===== src/rtl/lazer_marker_overlay.sv =====
// Crosshair overlay for the laser locator result on the x/y/data/en stream.
// Ports: clk, reset_n, en/x/y/data in, laser_xy/laser_valid, overlay_en,
//   marker_color; out_data/out_x/out_y/out_en aligned 2 cycles later.
`ifndef PIXEL_SIZE
`define PIXEL_SIZE 24
`endif

module lazer_marker_overlay #(
  parameter int ARM_LEN      = 8,
  parameter int GAP          = 2,
  parameter int STALE_FRAMES = 4
) (
  input  logic                   clk,
  input  logic                   reset_n,
  input  logic                   en,
  input  logic [31:0]            x,
  input  logic [31:0]            y,
  input  logic [`PIXEL_SIZE-1:0] data,
  input  logic [31:0]            laser_xy,
  input  logic                   laser_valid,
  input  logic                   overlay_en,
  input  logic [`PIXEL_SIZE-1:0] marker_color,
  output logic [`PIXEL_SIZE-1:0] out_data,
  output logic [31:0]            out_x,
  output logic [31:0]            out_y,
  output logic                   out_en
);

  localparam int PW = `PIXEL_SIZE;
  localparam int SW = $clog2(STALE_FRAMES + 1);
  localparam logic [SW-1:0] STALE_MAX = SW'(STALE_FRAMES);
  localparam logic [15:0]   GAP_W     = 16'(GAP);
  localparam logic [15:0]   ARM_W     = 16'(ARM_LEN);

  typedef struct packed {
    logic          en;
    logic          ov;
    logic [31:0]   x;
    logic [31:0]   y;
    logic [PW-1:0] data;
  } s1_t;

  s1_t            s1;
  logic [31:0]    pending_xy;
  logic [31:0]    active_xy;
  logic           seen;
  logic [SW-1:0]  stale_cnt;
  logic [SW-1:0]  stale_nxt;
  logic           frame_start;

  logic signed [16:0] diff_x;
  logic signed [16:0] diff_y;
  logic signed [16:0] neg_x;
  logic signed [16:0] neg_y;
  logic [15:0]        dx;
  logic [15:0]        dy;
  logic               hit_row;
  logic               hit_col;
  logic               show;

  assign frame_start = en && (x[15:0] == 16'd0)
                          && (y[15:0] == 16'd0);

  always_ff @(posedge clk) begin
    if (!reset_n) begin
      s1 <= '0;
    end else begin
      s1.en   <= en;
      s1.ov   <= overlay_en;
      s1.x    <= x;
      s1.y    <= y;
      s1.data <= data;
    end
  end

  // Saturating count of frame starts without any detection.
  always_comb begin
    stale_nxt = stale_cnt;
    if (seen || laser_valid)
      stale_nxt = '0;
    else if (stale_cnt != STALE_MAX)
      stale_nxt = stale_cnt + SW'(1);
  end

  // A detection on the frame-start cycle bypasses pending
  // and counts for the frame now starting.
  always_ff @(posedge clk) begin
    if (!reset_n) begin
      pending_xy <= '0;
      active_xy  <= '0;
      seen       <= 1'b0;
      stale_cnt  <= STALE_MAX;
    end else begin
      if (laser_valid)
        pending_xy <= laser_xy;
      if (frame_start) begin
        active_xy <= laser_valid ? laser_xy : pending_xy;
        stale_cnt <= stale_nxt;
        seen      <= 1'b0;
      end else if (laser_valid) begin
        seen <= 1'b1;
      end
    end
  end

  // Distances in 17-bit signed so border markers clip, never wrap.
  always_comb begin
    diff_x  = $signed({1'b0, s1.x[15:0]})
            - $signed({1'b0, active_xy[31:16]});
    diff_y  = $signed({1'b0, s1.y[15:0]})
            - $signed({1'b0, active_xy[15:0]});
    neg_x   = -diff_x;
    neg_y   = -diff_y;
    dx      = diff_x[16] ? neg_x[15:0] : diff_x[15:0];
    dy      = diff_y[16] ? neg_y[15:0] : diff_y[15:0];
    hit_row = (s1.y[15:0] == active_xy[15:0])
              && (dx >= GAP_W) && (dx <= ARM_W);
    hit_col = (s1.x[15:0] == active_xy[31:16])
              && (dy >= GAP_W) && (dy <= ARM_W);
    show    = s1.ov && s1.en && (stale_cnt < STALE_MAX)
              && (hit_row || hit_col);
  end

  always_ff @(posedge clk) begin
    if (!reset_n) begin
      out_data <= '0;
      out_x    <= '0;
      out_y    <= '0;
      out_en   <= 1'b0;
    end else begin
      out_data <= show ? marker_color : s1.data;
      out_x    <= s1.x;
      out_y    <= s1.y;
      out_en   <= s1.en;
    end
  end

endmodule


===== config.mk =====
export PLATFORM = sky130hd
export DESIGN_NAME = lazer_marker_overlay
export DESIGN_NICKNAME = d
export VERILOG_FILES = /design/src/rtl/lazer_marker_overlay.sv
export SDC_FILE = /design/constraint.sdc
export NUM_CORES = 1
export LEC_CHECK = 0
export ABC_AREA = 1
export CORE_MARGIN = 2
export CORE_UTILIZATION = 31
export DETAILED_ROUTE_END_ITERATION = 12
export HOLD_SLACK_MARGIN = 0.1
export PLACE_DENSITY = 0.6
export SYNTH_ARGS = -nofsm -noshare
export SYNTH_HDL_FRONTEND = slang
export SYNTH_SLANG_ARGS = --single-unit

===== constraint.sdc =====
create_clock -name clk -period 3.74 [get_ports clk]
set_clock_uncertainty 0.1 [all_clocks]
set_input_delay 0.748 -clock clk [delete_from_list [all_inputs] [get_ports clk]]
set_output_delay 0.748 -clock clk [all_outputs]
set_load 0.02 [all_outputs]

==> results.sh <==
export IMPL_grt_max_degree=85
export IMPL_totalWireLength_mm=28.86
export IMPL_endpoint="out_data[14]"
export IMPL_rows=69
export IMPL_status="finished, final reports clean"
export IMPL_grtUsageTotal_pct=15.16
export IMPL_drive_gt1_share_pct=6.233
export IMPL_path_cells="inv_1 -> ha_1 -> inv_1 -> fa_1 -> nor3_2 -> nand3_1 -> nor2_1 -> nand2_1 -> nor2_1 -> nand2_1 -> nand2_1 -> o21ai_0 -> nand2_1 -> nand2_1 -> nor2_1 -> nand3_1 -> nand2_1 -> nand2_2 -> buf_12 -> nand2_1 -> nand2_1 -> nor2_1"
export IMPL_antenna_left=0
export IMPL_drt_iter0_drc=467
export IMPL_path_common_cell="nand2_1"
export IMPL_r2r_slack_ns=0.38
export IMPL_place_congestion=0.8670
export IMPL_cts_resized_gates=0
export IMPL_drcViolationCount=0
export IMPL_hp_start="s1[40]"
export IMPL_clockBufferDepth=3
export IMPL_fin_crit_ns=3.356
export IMPL_rr_startpoint="s1[24]"
export IMPL_rsz0062_at_grt="false"
export IMPL_grt_overflow=0
export IMPL_root_buffer="clkbuf_16"
export IMPL_timing_hold_ws_ns=0.3095
export IMPL_die_y_um=192.6
export IMPL_finalSetupViolations=0
export IMPL_ys_warn_count=0
export IMPL_max_cap_viol_count=0
export IMPL_drt_first_pass_iters=5
export IMPL_cts_sink_count=247
export IMPL_yosysSeqAreaShare_pct=44.82
export IMPL_design_area_um2=14900
export IMPL_die_width_um=192.6
export IMPL_cp_num_cells=22
export IMPL_vias=9868
export IMPL_core_area_um2=35310
export IMPL_clk_latency_ns=0.57
export IMPL_crit_start="s1[24]"
export IMPL_grt_pass1_wl_mm=45.04
export IMPL_slew_limit_headroom_pct=55.77
export IMPL_worstMarginPinSlew_ns=0.6627
export IMPL_routedWlPerCell_um=12.43
export IMPL_portBuffers=237
export IMPL_fmax_ghz=0.2980
export IMPL_synth_cells=1608
export IMPL_powerDensity_nw_per_um2=450.0
export IMPL_crit_arrival_ns=3.75
export IMPL_place_area_um2=13880
export IMPL_n_antenna_cell=0
export IMPL_synth_cell_area_um2=11030
export IMPL_end_kind="register"
export IMPL_finalNetCount=2030
export IMPL_dp_hpwl_mm=22.18
export IMPL_clk_pin_slew_ns=0.06
export IMPL_setup_tns_ns=0
export IMPL_stdcell_count=2322
export IMPL_viasPerCell=4.250
export IMPL_cts_buffers=29
export IMPL_crit_buf_inv=3
export IMPL_post_cts_buffers=0
export IMPL_ys_seq_elements=247
export IMPL_design_portCount=238
export IMPL_cts_tree="done"
export IMPL_slew_viol_final=0
export IMPL_vdd_drop_max_uv=311.6
export IMPL_synth_avg_cell_area_um2=6.861
export IMPL_synthToLayoutAreaGrowth_pct=35.09
export IMPL_final_common_cell="nand2_1"
export IMPL_syn_nets=1797
export IMPL_r2r_end="out_data[14]"
export IMPL_r2r_cells=22
export IMPL_critPathRequiredTime_ns=4.14
export IMPL_ctsHoldBuffers=0
export IMPL_path_delay_family="simple AND/OR/NAND/NOR gates"
export IMPL_start_util_pct=31.24
export IMPL_synthArstFlopShare_pct=0
export IMPL_htreeDepth=1
export IMPL_worstHoldPathType="reg2reg"
export IMPL_die_area_um2=37110
export IMPL_cp_start_kind="register"
export IMPL_yosysUniqueCellTypes=39
export IMPL_layout_common_cells="nand2_1, inv_1, dfxtp_1, clkdlybuf4s50_1, nor2_1"
export IMPL_synth_edf_count=0
export IMPL_ys_flop_type="dfxtp_1"
export IMPL_grt_pass1_vias=9017
export IMPL_p_leak_uw=0.007923
export IMPL_critical_path_class="reg2reg"
export IMPL_dp_cells=2271
export IMPL_slowest_delay_ns=0.49
export IMPL_finalHoldViolCount=0
export IMPL_antenna_found_initial=0
export IMPL_worst_path_max_fanout=32
export IMPL_timing_final_crit_share_pct=89.73
export IMPL_critPathSlowestCell="fa_1"
export IMPL_totalPowerFinal_uw=6706
## cell type report
type,instances,area (um2)
clock buffers,42,824.5
inverters,327,1237
multi-input cells,986,4673
repair buffers,250,2500
fillers,3596,20410
clock inverters,9,146.4
well taps,461,576.8
flip-flops and latches,247,4945
## synth_stat cells, types with 5 or more instances
cell type	n	area [um2]
o21ai_0	40	200.2
a21oi_1	84	420.4
nor3_1	7	35.03
nand2_2	12	75.07
inv_1	321	1205
ha_1	38	475.5
inv_2	5	18.77
nor4_1	6	37.54
clkbuf_1	36	135.1
nor2_1	168	630.6
dfxtp_1	247	4945
nand4_1	11	68.82
nor2_2	20	125.1
nand2_1	477	1790
buf_6	5	56.30
nand3_1	87	435.4
## cell families after synthesis
logic type               count (synthesis)  share of synthesized area (%)
flip-flops                             247                          44.82
AND/OR/NAND/NOR                        799                          29.82
XOR/XNOR                                 9                         0.8507
buffers and inverters                  375                          13.17
adder cells (fa/ha/maj)                 40                          4.673
AO/OA/AOI/OAI                          138                          6.669
## worst min-delay path by stage
stage	to	slack (ns)	depth (start not counted)
after floorplan	out_x[16]	0.29	2
after CTS	out_y[21]	0.31	2
after global routing	out_y[20]	0.32	2
final	out_y[16]	0.31	2
after detailed placement	out_x[19]	0.29	2
after global placement	out_x[23]	0.29	2
## state kept, by name, summed over array words and instances, names as in the netlist, 3 cells and up
register    count
out_x          32
out_data       24
pending_xy     32
active_xy      32
stale_cnt       3
out_y          32
s1             90
## power by group
group          total [uW]  switching [uW]  internal, uW
Combinational        1060             610           454
Clock                2850            1120          1740
Sequential           2790            40.6          2750
## worst min-delay path: cells and delay by family, from the launching register on
kind	cells	cell delay, ns
flops	1	0.30
buf+inv	1	0.04
simple gates	1	0.04
## metrics by stage
stage,utilization (%),setup WS [ns]
floorplan,-,0.7457
global placement,39.32,0.2748
detailed placement,39.32,0.2665
CTS,42.07,0.2369
global route,42.21,0.007066
finish,42.21,0.3843
## per-layer routing
layer | GRT usage, % | up-vias | wire length, um
li1 | - | 5280 | -
met1 | 21.28 | 4256 | 13920
met2 | 23.09 | 288 | 11800
met3 | 3.910 | 44 | 2514
met4 | 3.641 | 0 | 614
met5 | 0 | - | 0
Power figures use the tool's default switching activity.
